[src/rtl/usb_cdc_echo_fifo.sv]
// -----------------------------------------------------------------------------
// usb_cdc_echo_fifo
//
// Loopback stage for the usb_cdc_core byte ports. Bytes received from the
// core's OUT endpoint (outport_*) are buffered in a FIFO and handed back to the
// core's IN endpoint (inport_*). This turns a simulated USB CDC device into an
// echo target for end-to-end host traffic checks.
//
// Optional build macro: USB_CDC_ECHO_CRLF_EN
//   When defined, every popped 0x0D is followed by an inserted 0x0A (CR -> CR LF).
//   When undefined, bytes pass through 1:1.
//
// Parameters:
//   DEPTH      FIFO entries (power of two, >= 4)
//   UPPERCASE  1 = bytes 0x61..0x7A leave as value - 0x20 (FIFO keeps raw bytes)
//
// Ports:
//   clk_i, rst_i       clock, synchronous active-high reset
//   enable_i           0 = both handshakes forced low, everything held
//   outport_valid_i    byte valid from the core (OUT endpoint data)
//   outport_data_i     received byte
//   outport_accept_o   this block takes the byte
//   inport_valid_o     byte valid toward the core (IN endpoint data)
//   inport_data_o      byte to transmit
//   inport_accept_i    core takes the byte
//   level_o            FIFO occupancy (registered)
//   rx_count_o         bytes pushed, wraps at 16 bits
//   tx_count_o         bytes delivered including inserted LF, wraps at 16 bits
// -----------------------------------------------------------------------------
module usb_cdc_echo_fifo #(
   parameter int DEPTH     = 16,
   parameter int UPPERCASE = 0
) (
   input  logic                     clk_i,
   input  logic                     rst_i,
   input  logic                     enable_i,
   input  logic                     outport_valid_i,
   input  logic [7:0]               outport_data_i,
   output logic                     outport_accept_o,
   output logic                     inport_valid_o,
   output logic [7:0]               inport_data_o,
   input  logic                     inport_accept_i,
   output logic [$clog2(DEPTH):0]   level_o,
   output logic [15:0]              rx_count_o,
   output logic [15:0]              tx_count_o
);

   localparam int AW = $clog2(DEPTH);
   localparam int LW = AW + 1;
   localparam logic [LW-1:0] FULL_LEVEL = LW'(DEPTH);

   // Storage array; write-only from the push side, read show-ahead at rd_ptr.
   logic [7:0]    mem [DEPTH];

   logic [AW-1:0] wr_ptr_q, wr_ptr_d;
   logic [AW-1:0] rd_ptr_q, rd_ptr_d;
   logic [LW-1:0] level_q, level_d;
   logic [15:0]   rx_count_q, rx_count_d;
   logic [15:0]   tx_count_q, tx_count_d;

   logic          push;
   logic          pop;
   logic          lf_sent;
   logic          fifo_empty;
   logic [7:0]    head_raw;
   logic [7:0]    head_out;

   assign fifo_empty = (level_q == '0);

   // Accept depends only on registered occupancy, so a pop while full cannot
   // open the push side in the same cycle.
   assign outport_accept_o = enable_i && (level_q != FULL_LEVEL);
   assign push             = outport_valid_i && outport_accept_o;

   // Gate the head byte so an empty FIFO presents 0x00 rather than stale RAM.
   assign head_raw = fifo_empty ? 8'h00 : mem[rd_ptr_q];

   generate
      if (UPPERCASE != 0) begin : g_upper
         always_comb begin
            head_out = head_raw;
            if ((head_raw >= 8'h61) && (head_raw <= 8'h7A)) begin
               head_out = head_raw - 8'h20;
            end
         end
      end else begin : g_pass
         assign head_out = head_raw;
      end
   endgenerate

`ifdef USB_CDC_ECHO_CRLF_EN
   typedef enum logic {S_DATA = 1'b0, S_LF = 1'b1} state_t;

   state_t state_q, state_d;
   logic   data_valid;

   always_ff @(posedge clk_i) begin
      if (rst_i) begin
         state_q <= S_DATA;
      end else begin
         state_q <= state_d;
      end
   end

   always_comb begin
      state_d        = state_q;
      inport_valid_o = 1'b0;
      inport_data_o  = 8'h00;
      pop            = 1'b0;
      lf_sent        = 1'b0;
      data_valid     = enable_i && !fifo_empty;
      case (state_q)
         S_DATA: begin
            inport_valid_o = data_valid;
            inport_data_o  = head_out;
            pop            = data_valid && inport_accept_i;
            // Compare the raw byte: case conversion never touches 0x0D.
            if (pop && (head_raw == 8'h0D)) begin
               state_d = S_LF;
            end
         end
         S_LF: begin
            // Inserted LF is emitted without consuming a FIFO entry.
            inport_valid_o = enable_i;
            inport_data_o  = 8'h0A;
            if (enable_i && inport_accept_i) begin
               lf_sent = 1'b1;
               state_d = S_DATA;
            end
         end
         default: begin
            state_d = S_DATA;
         end
      endcase
   end
`else
   always_comb begin
      inport_valid_o = enable_i && !fifo_empty;
      inport_data_o  = head_out;
      pop            = enable_i && !fifo_empty && inport_accept_i;
      lf_sent        = 1'b0;
   end
`endif

   always_comb begin
      wr_ptr_d   = wr_ptr_q;
      rd_ptr_d   = rd_ptr_q;
      level_d    = level_q;
      rx_count_d = rx_count_q;
      tx_count_d = tx_count_q;

      if (push) begin
         wr_ptr_d   = wr_ptr_q + 1'b1;
         rx_count_d = rx_count_q + 16'd1;
      end
      if (pop) begin
         rd_ptr_d = rd_ptr_q + 1'b1;
      end
      if (pop || lf_sent) begin
         tx_count_d = tx_count_q + 16'd1;
      end

      case ({push, pop})
         2'b10:   level_d = level_q + 1'b1;
         2'b01:   level_d = level_q - 1'b1;
         default: level_d = level_q;
      endcase
   end

   always_ff @(posedge clk_i) begin
      if (rst_i) begin
         wr_ptr_q   <= '0;
         rd_ptr_q   <= '0;
         level_q    <= '0;
         rx_count_q <= '0;
         tx_count_q <= '0;
      end else begin
         wr_ptr_q   <= wr_ptr_d;
         rd_ptr_q   <= rd_ptr_d;
         level_q    <= level_d;
         rx_count_q <= rx_count_d;
         tx_count_q <= tx_count_d;
      end
   end

   // RAM write port has no reset; contents are only visible when level != 0.
   always_ff @(posedge clk_i) begin
      if (push) begin
         mem[wr_ptr_q] <= outport_data_i;
      end
   end

   assign level_o    = level_q;
   assign rx_count_o = rx_count_q;
   assign tx_count_o = tx_count_q;

endmodule

[config.mk]
export PLATFORM = sky130hd
export DESIGN_NAME = usb_cdc_echo_fifo
export DESIGN_NICKNAME = d
export VERILOG_FILES = /design/src/rtl/usb_cdc_echo_fifo.sv
export SDC_FILE = /design/constraint.sdc
export NUM_CORES = 1
export LEC_CHECK = 0
export BUFFER_PORTS_ARGS = -buffer_cell sky130_fd_sc_hd__buf_2
export CAP_MARGIN = 25
export CORE_MARGIN = 5
export CORE_UTILIZATION = 25
export DETAILED_ROUTE_END_ITERATION = 10
export GPL_ROUTABILITY_DRIVEN = 0
export PLACE_DENSITY = 0.37
export SLEW_MARGIN = 20
export SYNTH_ARGS = -nofsm -noshare
export SYNTH_HDL_FRONTEND = slang
export SYNTH_SLANG_ARGS = --single-unit
[constraint.sdc]
create_clock -name clk_i -period 6.4 [get_ports clk_i]
set_input_delay 0.32 -clock clk_i [delete_from_list [all_inputs] [get_ports clk_i]]
set_output_delay 0.32 -clock clk_i [all_outputs]
set_load 0.02 [all_outputs]
==> results.json <==
{
  "fp.coreArea_mm2": 0.0287,
  "worst-endpoint-required_ps": 6710,
  "post_cts_hold_buffer_count": 0,
  "combPwrFrac": 0.084,
  "power_report.internal_total_mw": 1.92,
  "root_buffer": "sky130_fd_sc_hd__clkbuf_16",
  "starting_drc_count_in_detailed_routing": 226,
  "synth.avg_cell_area_um2": 15.3,
  "final_core_utilization": 0.300,
  "dr_total_vias": 4028,
  "cp-endpoint": "level_o[4]",
  "grt_util_all_layers": 0.102,
  "critical_path_arrival_ps": 3810,
  "post_cts_resize_count": 0,
  "synth_nets": 497,
  "finalClockSkew_ps": 17.9,
  "firstDrtPassIters": 4,
  "synth_top_area_share": 0.530,
  "finalMaxSlewViolations": 0,
  "ctsHtreeMaxLevel": 4,
  "layout-area-overhead-vs-synth_pct": 18.7,
  "timing.reg2reg.worst_path_depth": 11,
  "critical_path.reg2reg.endpoint": "level_o[4]",
  "path_delay_family": "simple AND/OR/NAND/NOR gates",
  "grt_first_pass_wirelength_mm": 25.8,
  "timing_hold_violations_final": 0,
  "worstSetupPathType": "register to register",
  "synth-edff-count": 128,
  "final.min_clock_period_ps": 3510,
  "flop_to_flop_setup_slack_ps": 2890,
  "routed_wirelength_mm": 16.3,
  "crit_path_frequent_cell": "sky130_fd_sc_hd__ha_1",
  "fillerInstances": 2912,
  "most_frequently_used_cell_type_in_the_post_synthesis_netlist": "sky130_fd_sc_hd__edfxtp_1",
  "number_of_nets_in_the_final_layout": 559,
  "number_of_buffer_and_inverter_stages_on_the_critical_path": 1,
  "rsz0062_at_grt": "no",
  "total_leakage_power_nw": 2.84,
  "layout-drive-gt1-share": 0.264,
  "num_rows": 62,
  "critPathLaunchType": "register",
  "outcome": "completed",
  "pwr-share-clk": 0.426,
  "synth_cells": 475,
  "grt_max_degree": 53,
  "crit_path_max_fanout": 12,
  "crit_path_end_kind": "register",
  "setup.worst_path.start": "level_o[1]",
  "seq_power_share": 0.490,
  "clkTransAtPathRegs_ps": 80,
  "cts_tree": "done",
  "via_per_inst": 4.31,
  "register_area_share_after_synthesis": 0.666,
  "timing.critical_path.slowest_cell_delay_ps": 590,
  "initial_core_utilization": 0.252,
  "port_buffers": 59,
  "synth-seq-cells": 177,
  "placedInstanceArea_mm2": 0.00796,
  "cell_area_after_synthesis_mm2": 0.00725,
  "post-cts-setup-buffer-count": 0,
  "tightestPinTransition_ps": 987,
  "power_density_mw_per_mm2": 297,
  "max_cap_violations": 0,
  "fin_crit_sh": 0.548,
  "number_of_global_route_vias_before_repair": 4353,
  "timing.setup.tns_ps": 0,
  "post_layout_instance_area_mm2": 0.00860,
  "total_switching_power_mw": 0.634,
  "timing.slew.headroom": 0.340,
  "r2r-start": "level_o[1]",
  "worst_path_max_delay_cell": "sky130_fd_sc_hd__or4_4",
  "dp.final_hpwl_mm": 10.9,
  "crit_cells": 11,
  "clock_latency_ps": 430,
  "power.ir.vdd_worst_mv": 0.131,
  "floorplan.die.width_um": 180,
  "fp.dieArea_mm2": 0.0325,
  "design_power_total_mw": 2.56,
  "floorplan.io_pins": 60,
  "asyncSetResetFlopFracSynth": 0,
  "clockBufferDepth": 2,
  "power_switching_share": 0.248,
  "fmaxAchievable_mhz": 285,
  "fp.dieH_um": 180,
  "placed_cells": 900,
  "grt_overflow": 0,
  "numCtsBuffers": 17,
  "post_synth_main_area_contributors": "sky130_fd_sc_hd__edfxtp_1 (53%), sky130_fd_sc_hd__dfxtp_1 (14%), sky130_fd_sc_hd__mux4_2 (12%)",
  "diodes": 0,
  "postSynth.topFlopCell": "sky130_fd_sc_hd__edfxtp_1",
  "path_cells": "or4_4, o211a_1, inv_1, ha_1, xor2_1, ha_1, nand2_1, o21ai_0, nand3b_1, a31oi_1, mux2_2",
  "yosys.area.top_type": "sky130_fd_sc_hd__edfxtp_1",
  "netlist_top_cells_count": "sky130_fd_sc_hd__edfxtp_1 (128), sky130_fd_sc_hd__nor2_1 (59), sky130_fd_sc_hd__dfxtp_1 (49), sky130_fd_sc_hd__mux4_2 (40), sky130_fd_sc_hd__nand2_1 (23)",
  "grt_antenna_before_repair": 0,
  "hold_path_class": "input pin to register",
  "post_drt_wl_per_cell_um": 17.4,
  "synth_warnings": 0,
  "final_antenna_net_count": 0,
  "final-instance-count-excl-fill": 934,
  "clock_sink_count": 177,
  "route.detailed.drc": 0,
  "ys_types": 40,
  "setup_viol_count_final": 0
}
## worst min-delay path by stage
stage	startpoint	end	slack (ps)	depth (start not counted)
6_report	outport_data_i[7]	mem[4][7]	270	1
5_1_grt	outport_data_i[2]	mem[0][2]	270	1
4_1_cts	outport_data_i[7]	mem[4][7]	250	1
3_5_place_dp	tx_count_o[15]	tx_count_o[15]	500	2
3_3_place_gp	rd_ptr_q[3]	rd_ptr_q[3]	490	2
2_1_floorplan	outport_data_i[0]	mem[0][0]	420	0
## power groups by stage
stage                     clock (mW)  combinational, mW  sequential (mW)
after floorplan                    0              0.144             1.28
after global placement             0              0.217             1.28
after detailed placement           0              0.219             1.28
after CTS                       1.12              0.219             1.25
after global routing            1.17              0.235             1.26
final                           1.09              0.214             1.25
## per-stage QoR
step           hold slack (ps)  setup slack [ps]
5_1_grt                    266              2680
4_1_cts                    253              2900
6_report                   265              2890
2_1_floorplan              419              3250
3_3_place_gp               488              3010
3_5_place_dp               504              2930
## placed cells by master (no fill, tap or decap), types with 12 or more instances in the layout
master,Yosys,layout
sky130_fd_sc_hd__edfxtp_1,128,128
sky130_fd_sc_hd__nor2_1,59,59
sky130_fd_sc_hd__buf_2,2,59
sky130_fd_sc_hd__dfxtp_1,49,48
sky130_fd_sc_hd__mux4_2,40,40
sky130_fd_sc_hd__nand2_1,23,23
sky130_fd_sc_hd__xor2_1,19,19
sky130_fd_sc_hd__clkbuf_16,0,17
sky130_fd_sc_hd__xnor2_1,16,16
sky130_fd_sc_hd__nor2b_1,13,13
sky130_fd_sc_hd__nand4_1,12,12
## area by class of cell
cell class                      instances  area, um^2  area share
Clock buffer                           17         425      0.0495
Clock inverter                         15         191      0.0223
Inverter                                8        30.0     0.00349
Tap cell                              384         480      0.0559
Sequential cell                       177        4830       0.561
Timing Repair Buffer                   67         368      0.0428
Multi-Input combinational cell        266        2280       0.265
## flip-flops by register name (all words and copies together), names as in the netlist, named ones only
signal	flops
mem	128
tx_count_o	16
rd_ptr_q	4
wr_ptr_q	4
level_o	5
rx_count_o	16
## metal layers
metal | GRT usage | part of all wire | up-vias
met5 | 0 | 0 | -
met4 | 0.0290 | 0.0082 | 0
met3 | 0.0264 | 0.042 | 9
met2 | 0.164 | 0.48 | 89
met1 | 0.139 | 0.47 | 2020
li1 | - | - | 1910
## logic make-up (layout without fill, tap and decap cells)
| logic type | after synthesis | count (layout) | synth area share |
|---|---|---|---|
| fa+ha+maj | 9 | 9 | 0.0155 |
| compound gates | 25 | 25 | 0.0233 |
| flops | 177 | 177 | 0.666 |
| xor+xnor | 35 | 35 | 0.0423 |
| mux | 46 | 46 | 0.133 |
| simple gates | 151 | 151 | 0.101 |
| buf+inv | 32 | 107 | 0.0195 |
Note: power is estimated with default switching activity, not from simulation.
